**src/rtl/mcycle_seq.sv**
```systemverilog
// Multi-cycle MIPS-style instruction sequencer: fetch/decode/exec/mem/writeback control,
// PC update, retired-instruction counter and bus-timeout detection.
module mcycle_seq #(
  parameter int unsigned PC_W     = 32,
  parameter logic [31:0] RESET_PC = 32'h0000_0000,
  parameter int unsigned CNT_W    = 16,
  parameter int unsigned TIMEOUT  = 15
) (
  input  logic             clk,
  input  logic             reset,
  output logic             imem_req,
  output logic [PC_W-1:0]  imem_addr,
  input  logic             imem_ack,
  input  logic [31:0]      imem_rdata,
  output logic             dmem_req,
  output logic             dmem_we,
  input  logic             dmem_ack,
  input  logic             alu_zero,
  input  logic [31:0]      rs_val,
  output logic [31:0]      ir,
  output logic [PC_W-1:0]  pc,
  output logic             rf_we,
  output logic [2:0]       state,
  output logic [CNT_W-1:0] retired,
  output logic             bus_err
);

  localparam int unsigned     WAIT_W  = 8;
  localparam logic [PC_W-1:0] RST_PC  = RESET_PC[PC_W-1:0];
  localparam logic [PC_W-1:0] HI_MASK = ~PC_W'(32'h0FFF_FFFF);
  localparam logic [WAIT_W-1:0] TMO   = WAIT_W'(TIMEOUT);

  localparam logic [5:0] OP_RTYPE = 6'h00;
  localparam logic [5:0] OP_J     = 6'h02;
  localparam logic [5:0] OP_JAL   = 6'h03;
  localparam logic [5:0] OP_BEQ   = 6'h04;
  localparam logic [5:0] OP_BNE   = 6'h05;
  localparam logic [5:0] OP_LW    = 6'h23;
  localparam logic [5:0] OP_SW    = 6'h2B;
  localparam logic [5:0] FN_JR    = 6'h08;
  localparam logic [5:0] FN_BRK   = 6'h0D;

  typedef enum logic [2:0] {
    S_FETCH  = 3'd0,
    S_DECODE = 3'd1,
    S_EXEC   = 3'd2,
    S_MEM    = 3'd3,
    S_WB     = 3'd4,
    S_HALT   = 3'd5,
    S_ERR    = 3'd6
  } state_e;

  state_e             state_q, state_d;
  logic [PC_W-1:0]    pc_q, pc_d;
  logic [31:0]        ir_q, ir_d;
  logic [CNT_W-1:0]   ret_q, ret_d;
  logic               err_q, err_d;
  logic [WAIT_W-1:0]  wait_q, wait_d;
  logic               imem_req_q, imem_req_d;
  logic               dmem_req_q, dmem_req_d;
  logic               dmem_we_q, dmem_we_d;
  logic               rf_we_q, rf_we_d;

  logic [5:0]         op, funct;
  logic [PC_W-1:0]    pc_plus4, pc_branch, pc_jump;
  logic [WAIT_W-1:0]  wait_inc;
  logic               retire;

  assign op        = ir_q[31:26];
  assign funct     = ir_q[5:0];
  assign pc_plus4  = pc_q + PC_W'(4);
  assign pc_branch = pc_plus4 + PC_W'({{14{ir_q[15]}}, ir_q[15:0], 2'b00});
  assign pc_jump   = (pc_plus4 & HI_MASK) | PC_W'({ir_q[25:0], 2'b00});
  assign wait_inc  = wait_q + WAIT_W'(1);

  // Next-state, datapath-register and registered-output computation
  always_comb begin
    state_d = state_q;
    pc_d    = pc_q;
    ir_d    = ir_q;
    ret_d   = ret_q;
    err_d   = err_q;
    wait_d  = wait_q;
    retire  = 1'b0;

    case (state_q)
      S_FETCH: begin
        // The first FETCH cycle after reset has no request out yet, so acks are ignored
        if (imem_req_q) begin
          if (imem_ack) begin
            ir_d    = imem_rdata;
            state_d = S_DECODE;
          end else if (wait_inc >= TMO) begin
            state_d = S_ERR;
            err_d   = 1'b1;
          end else begin
            wait_d = wait_inc;
          end
        end
      end
      S_DECODE: begin
        if (op == OP_RTYPE && funct == FN_BRK) state_d = S_HALT;
        else                                   state_d = S_EXEC;
      end
      S_EXEC: begin
        case (op)
          OP_BEQ, OP_BNE: begin
            pc_d    = ((op == OP_BEQ) == alu_zero) ? pc_branch : pc_plus4;
            retire  = 1'b1;
            state_d = S_FETCH;
          end
          OP_J: begin
            pc_d    = pc_jump;
            retire  = 1'b1;
            state_d = S_FETCH;
          end
          OP_JAL: begin
            pc_d    = pc_jump;
            state_d = S_WB;
          end
          OP_LW, OP_SW: state_d = S_MEM;
          OP_RTYPE: begin
            if (funct == FN_JR) begin
              pc_d    = rs_val[PC_W-1:0];
              retire  = 1'b1;
              state_d = S_FETCH;
            end else begin
              state_d = S_WB;
            end
          end
          default: state_d = S_WB;
        endcase
      end
      S_MEM: begin
        if (dmem_ack) begin
          if (op == OP_SW) begin
            pc_d    = pc_plus4;
            retire  = 1'b1;
            state_d = S_FETCH;
          end else begin
            state_d = S_WB;
          end
        end else if (wait_inc >= TMO) begin
          state_d = S_ERR;
          err_d   = 1'b1;
        end else begin
          wait_d = wait_inc;
        end
      end
      S_WB: begin
        if (op != OP_JAL) pc_d = pc_plus4;
        retire  = 1'b1;
        state_d = S_FETCH;
      end
      S_HALT, S_ERR: ;
      default: state_d = S_ERR;
    endcase

    if (retire) ret_d = ret_q + CNT_W'(1);
    if ((state_d == S_FETCH || state_d == S_MEM) && state_d != state_q) wait_d = '0;

    imem_req_d = (state_d == S_FETCH);
    dmem_req_d = (state_d == S_MEM);
    dmem_we_d  = (state_d == S_MEM) && (op == OP_SW);
    rf_we_d    = (state_d == S_WB);
  end

  always_ff @(posedge clk or negedge reset) begin
    if (!reset) begin
      state_q    <= S_FETCH;
      pc_q       <= RST_PC;
      ir_q       <= '0;
      ret_q      <= '0;
      err_q      <= 1'b0;
      wait_q     <= '0;
      imem_req_q <= 1'b0;
      dmem_req_q <= 1'b0;
      dmem_we_q  <= 1'b0;
      rf_we_q    <= 1'b0;
    end else begin
      state_q    <= state_d;
      pc_q       <= pc_d;
      ir_q       <= ir_d;
      ret_q      <= ret_d;
      err_q      <= err_d;
      wait_q     <= wait_d;
      imem_req_q <= imem_req_d;
      dmem_req_q <= dmem_req_d;
      dmem_we_q  <= dmem_we_d;
      rf_we_q    <= rf_we_d;
    end
  end

  assign imem_req  = imem_req_q;
  assign imem_addr = pc_q;
  assign dmem_req  = dmem_req_q;
  assign dmem_we   = dmem_we_q;
  assign ir        = ir_q;
  assign pc        = pc_q;
  assign rf_we     = rf_we_q;
  assign state     = state_q;
  assign retired   = ret_q;
  assign bus_err   = err_q;

endmodule

```
**config.mk**
```make
export PLATFORM = sky130hd
export DESIGN_NAME = mcycle_seq
export DESIGN_NICKNAME = d
export VERILOG_FILES = /design/src/rtl/mcycle_seq.sv
export SDC_FILE = /design/constraint.sdc
export NUM_CORES = 1
export LEC_CHECK = 0
export ABC_AREA = 1
export CORE_ASPECT_RATIO = 1.75
export CORE_MARGIN = 4
export CORE_UTILIZATION = 35
export CTS_CLUSTER_SIZE = 12
export DETAILED_ROUTE_END_ITERATION = 8
export GPL_TIMING_DRIVEN = 0
export HOLD_SLACK_MARGIN = 0.15
export PLACE_DENSITY = 0.71
export SYNTH_ARGS = -nofsm -noshare
export SYNTH_HDL_FRONTEND = slang
export SYNTH_SLANG_ARGS = --single-unit
export TNS_END_PERCENT = 1
```
**constraint.sdc**
```tcl
create_clock -name clk -period 8.5 [get_ports clk]
set_input_delay 1.275 -clock clk [delete_from_list [all_inputs] [get_ports clk]]
set_output_delay 1.275 -clock clk [all_outputs]
set_load 0.01 [all_outputs]
```
# Word level (Yosys, flattened, before mapping)
# Index checks and enable logic that the tools add are counted.
[totals]
word_cells = 97
out_inout_bits = 120
regBits = 96
in_bits = 69
[classes]
add_sub_neg = 4
n_lt_le_gt_ge = 1
reduce_logical = 19
n_eq_ne = 30
muxes = 32
bitwise_logic = 1
[ops]
columns = ["op", "count"]
rows = [
  ["$pmux 32 s3", 2],
  ["$mux 32", 5],
  ["$mux 8", 5],
  ["$add 32x3->32 const B", 1],
  ["$add 32x32->32", 1],
  ["$or 32x28->32", 1],
  ["$mux 3", 7],
  ["$pmux 3 s6", 1],
  ["$add 16x1->16 const B", 1],
  ["$pmux 8 s2", 1],
  ["$eq 3x3->1 const B", 4],
  ["$eq 6x2->1 const B", 2],
  ["$eq 6x3->1 const B", 2],
  ["$eq 6x4->1 const B", 2],
  ["$eq 6x6->1 const B", 2],
  ["$ne 2x2->1 const B", 6],
  ["$ne 3x3->1 const B", 4],
  ["$eq 3x2->1 const B", 3],
  ["$pmux 3 s3", 1],
  ["$add 8x1->8 const B", 1],
  ["$ge 8x4->1 const B", 1],
  ["$reduce_and 4->1", 2],
  ["$reduce_or 2->1", 4],
  ["$mux 1", 7],
  ["other kinds (16)", 21],
]

# Logic depth before layout (Yosys ltp)
[logic_depth]
ltp_word = 11
mapped_depth = 25
ltp_nobuf = 25

# Worst setup path after synthesis
# Ideal clock, no wire load.
[synth_path]
kind = "register to register"
start = "reg pc_q[2], in the netlist imem_addr[2]"
end = "reg pc_q[27], in the netlist imem_addr[27]"
path_stages_with_launch = 23
n_path_buf = 0
path_slack_ps = 5409
required_ps = 8384
setup_time_ps = 116
arrival_time_ps = 2975
period_less_slack_ps = 3091
path_cell_list = "dfrtp_1 ha_1 nand3_1 nor2_1 nand3_1 nor2_1 xnor2_1 inv_1 ha_1 a21oi_1 nand2_1 a21oi_1 nand2_1 nand2_1 nand2_1 nand2_1 nand2_1 nand2_1 nand3_1 nand2_1 nand2_1 nand2_1 nand2_1"
[synth_via]
elab_chain_cells = 5
word_cells_on_any_way = 8
cone_classes = "add/sub: 2; mux: 6"
[synth_lines]
columns = ["element", "line", "source"]
rows = [
  ["start, declared", "54", "logic [PC_W-1:0] pc_q, pc_d;"],
  ["start signal, assigned", "182", "pc_q <= pc_d;"],
  ["$add 32x3->32 *", "71", "assign pc_plus4 = pc_q + PC_W'(4);"],
  ["$add 32x32->32", "72", "assign pc_branch = pc_plus4 + PC_W'({{14{ir_q[15]}}, ir_q[15:0], 2'b00});"],
  ["$mux 32", "108", "pc_d = ((op == OP_BEQ) == alu_zero) ? pc_branch : pc_plus4;"],
  ["$pmux 32 s3", "106", "case (op)"],
  ["$pmux 32 s3 *", "86", "case (state_q)"],
]
# Mark *: on every way between the ends. The rest lies on a longest branch, timed or not. The select of a mux whose other input is x is not followed.
# A chain may end at the register's enable or synchronous reset.

# Worst setup path after layout
[layout_path]
start = "reg pc_q[2], in the netlist imem_addr[2]"
end = "reg pc_q[18], in the netlist imem_addr[18]"
# Same word-level chain as after synthesis.

==> results.sh <==
export IMPL_seq_area_frac_synth_pct=28.7
export IMPL_setup_viol=0
export IMPL_synth_seq_cells=96
export IMPL_yosysWarnings=0
export IMPL_rsz0062_at_grt="false"
export IMPL_critPathKind="flop to flop"
export IMPL_worst_pin_slew_ns=0.694
export IMPL_required_ns=8.76
export IMPL_synthArstFlopShare_pct=100
export IMPL_power_density_nw_per_um2=445
export IMPL_slew_headroom_pct=53.3
export IMPL_syn_area_um2=8360
export IMPL_synth_edf_count=0
export IMPL_syn_area_per_cell_um2=6.75
export IMPL_r2r_start="imem_addr[2]$_DFFE_PN0P_"
export IMPL_reg2reg_setup_slack_ns=4.24
export IMPL_routed_top_layer="met4"
export IMPL_grt_pass1_wl_mm=50.4
export IMPL_grt_total_usage_pct=24.8
export IMPL_synth_cells=1239
export IMPL_synthDominantCellAreaShare_pct=28.7
export IMPL_crit_path_max_incr_delay_ns=0.60
export IMPL_critPathMaxFanout=8
export IMPL_synth_ff_type="dfrtp_1"
export IMPL_period_share_pct=50.1
export IMPL_grt_max_degree=65
export IMPL_drv_slew=0
export IMPL_timing_critical_path_mode_cell="nand2_1"
export IMPL_hp_class="flop to flop"
export IMPL_synth_top_area_cell="dfrtp_1"
export IMPL_htreeDepth=3
export IMPL_status="completed"
export IMPL_wl_met3_mm=2.18
export IMPL_cts_buffers_inserted=9
export IMPL_drive_above_1_share_pct=9.29
export IMPL_fin_skew_ns=0.0124
export IMPL_ios=189
export IMPL_crit_path_end="imem_addr[18]$_DFFE_PN0P_"
export IMPL_rows=74
export IMPL_startpoint_type="flop"
export IMPL_dp_cells=1732
export IMPL_min_period_ns=4.26
export IMPL_critPathSlowestCell="dfrtp_1"
export IMPL_gp_congestion=0.974
export IMPL_hold_viol=0
export IMPL_num_antenna_cells=0
export IMPL_reg2reg_depth=21
export IMPL_antenna_found_initial=0
export IMPL_p_leak_nw=5.32
export IMPL_clockBufferDepth=2
export IMPL_nets=1542
export IMPL_clock_root_buffer="clkbuf_16"
export IMPL_worstPathArrival_ns=4.52
export IMPL_cts_reportedPaths_clkPinSlew_ns=0.07
export IMPL_wl_per_cell_um=19.2
export IMPL_wl_met1_mm=11.5
export IMPL_overflow=0
export IMPL_nFillCells=2398
export IMPL_syn_nets=1342
export IMPL_fp_dieArea_um2=26500
export IMPL_core_area_um2=23400
export IMPL_grt_pass1_vias=9078
export IMPL_clock_fmax_mhz=235
export IMPL_cts_setup_buffers=0
export IMPL_dpl_hpwl_mm=27.8
export IMPL_yosysUniqueCellTypes=50
export IMPL_die_w_um=125
export IMPL_dr_pass1_iters=5
export IMPL_hold_buffers=0
export IMPL_fin_tns_setup_ns=0
export IMPL_maxCapViolations=0
export IMPL_r2r_end="imem_addr[18]$_DFFE_PN0P_"
export IMPL_start_util_pct=35.7
export IMPL_avgViaCountPerCell=5.23
export IMPL_synth_area_leaders="dfrtp_1 29%, nand2_1 15%, inv_1 7.3%, nand3_1 5.1%, ha_1 4.9%"
export IMPL_insertion_delay_ns=0.38
export IMPL_path_cells="ha_1 -> nand3_1 -> nor2_1 -> nand3_1 -> nor2_1 -> nand4_1 -> nand2_1 -> inv_1 -> ha_1 -> nand2_1 -> inv_1 -> a21oi_1 -> nor2_1 -> nor2_1 -> nand2_1 -> nand2_1 -> nand3_1 -> nand3_1 -> nand3_1 -> nand2_1 -> nand2_1"
export IMPL_ant_nets=0
export IMPL_die_y_um=212
export IMPL_cts_tree="built"
export IMPL_end_kind="flop"
export IMPL_stdcell_count=1747
export IMPL_multiInputGateArea_um2=4940
export IMPL_wl_met2_mm=17.1
export IMPL_wl_mm=33.5
export IMPL_cts_sinks=96
export IMPL_portBuffers=188
export IMPL_cts_resized_gates=0
export IMPL_drtIter0Drc=562
export IMPL_vias=9135
export IMPL_drc_errors=0
export IMPL_peakVddDrop_uv=231
export IMPL_syn_to_final_growth_pct=30.9
export IMPL_ff_latch_area_um2=2400
export IMPL_critPathLaunch="imem_addr[2]$_DFFE_PN0P_"
power breakdown:
part,switching [mW],leakage (nW),internal (mW),total [mW]
clock network,0.200,0.149,0.231,0.431
registers,0.301,1.15,0.638,0.938
logic,2.10,4.02,1.40,3.50
total,2.60,5.32,2.27,4.87
flip-flops by register name, summed over array words and instances (netlist names):
register and cells:
wait_q 8, imem_req 1, state 3, rf_we 1
retired 16, imem_addr 32, dmem_we 1, bus_err 1
ir 32, dmem_req 1
critical path: cells and delay by family, from the launching register on:
kind	cells	cell delay (ns)
buffers and inverters	2	0.18
adder cells (fa/ha/maj)	2	0.72
AND/OR/NAND/NOR	16	2.30
flip-flops	1	0.60
AO/OA/AOI/OAI	1	0.33
logic make-up after synthesis:
group           after synthesis  share of synthesized area, %
compound gates              193                          13.4
xor+xnor                     45                          4.81
fa+ha+maj                    34                          5.18
simple gates                619                          32.7
buf+inv                     229                          12.1
flops                        96                          28.7
mux                          23                          3.10
how the worst min path moves through the flow:
stage | endpoint | from | depth (start not counted) | slack [ns]
after floorplan | wait_q[7]$_DFFE_PN0P_ | wait_q[7]$_DFFE_PN0P_ | 2 | 0.50
after global placement | retired[15]$_DFFE_PN0P_ | retired[15]$_DFFE_PN0P_ | 1 | 0.47
after detailed placement | retired[15]$_DFFE_PN0P_ | retired[15]$_DFFE_PN0P_ | 1 | 0.46
after CTS | retired[15]$_DFFE_PN0P_ | retired[15]$_DFFE_PN0P_ | 1 | 0.48
after global routing | retired[15]$_DFFE_PN0P_ | retired[15]$_DFFE_PN0P_ | 1 | 0.50
final | retired[15]$_DFFE_PN0P_ | retired[15]$_DFFE_PN0P_ | 1 | 0.48
synthesized netlist by cell type, types with 14 or more instances:
| library cell | count |
|---|---|
| nand2_1 | 325 |
| xnor2_1 | 14 |
| mux2_2 | 23 |
| nor3_1 | 18 |
| a22oi_1 | 18 |
| buf_4 | 35 |
| o21ai_0 | 45 |
| nand4_1 | 23 |
| xor2_1 | 30 |
| ha_1 | 33 |
| inv_1 | 163 |
| nor2_1 | 110 |
| dfrtp_1 | 96 |
| a21oi_1 | 80 |
| nand3_1 | 85 |
layout make-up:
type / instances / area share (%)
sequential: 96 / 22.0
clock buffer: 9 / 2.06
timing repair buffer: 189 / 17.4
multi-input combinational: 914 / 45.2
clock inverter: 6 / 0.663
tap: 304 / 3.48
inverter: 172 / 5.90
buffer: 57 / 3.34
cells in the final DEF (no fill, tap or decap), types with 30 or more instances in the layout:
cell type,n
nand2_1,325
clkdlybuf4s50_1,187
inv_1,163
nor2_1,110
dfrtp_1,96
nand3_1,85
a21oi_1,80
o21ai_0,45
buf_4,36
ha_1,33
xor2_1,30
metal layers:
| metal | vias up | track usage, % |
|---|---|---|
| li1 | 4418 | - |
| met1 | 4284 | 25.0 |
| met2 | 328 | 44.7 |
| met3 | 105 | 5.83 |
| met4 | 0 | 17.9 |
| met5 | - | 0 |
metrics by stage:
| stage | power [mW] | setup slack (ns) | hold slack (ns) | cell area (um2) | utilization (%) |
|---|---|---|---|---|---|
| 2_1_floorplan | 2.99 | 5.41 | 0.503 | 8360 | - |
| 3_3_place_gp | 4.38 | 2.45 | 0.466 | 10600 | 45.3 |
| 3_5_place_dp | 4.41 | 4.31 | 0.457 | 10600 | 45.4 |
| 4_1_cts | 4.86 | 4.28 | 0.479 | 10900 | 46.7 |
| 5_1_grt | 5.26 | 3.90 | 0.501 | 10900 | 46.7 |
| 6_report | 4.87 | 4.24 | 0.477 | 10900 | 46.7 |
Note: power is estimated with default switching activity, not from simulation.
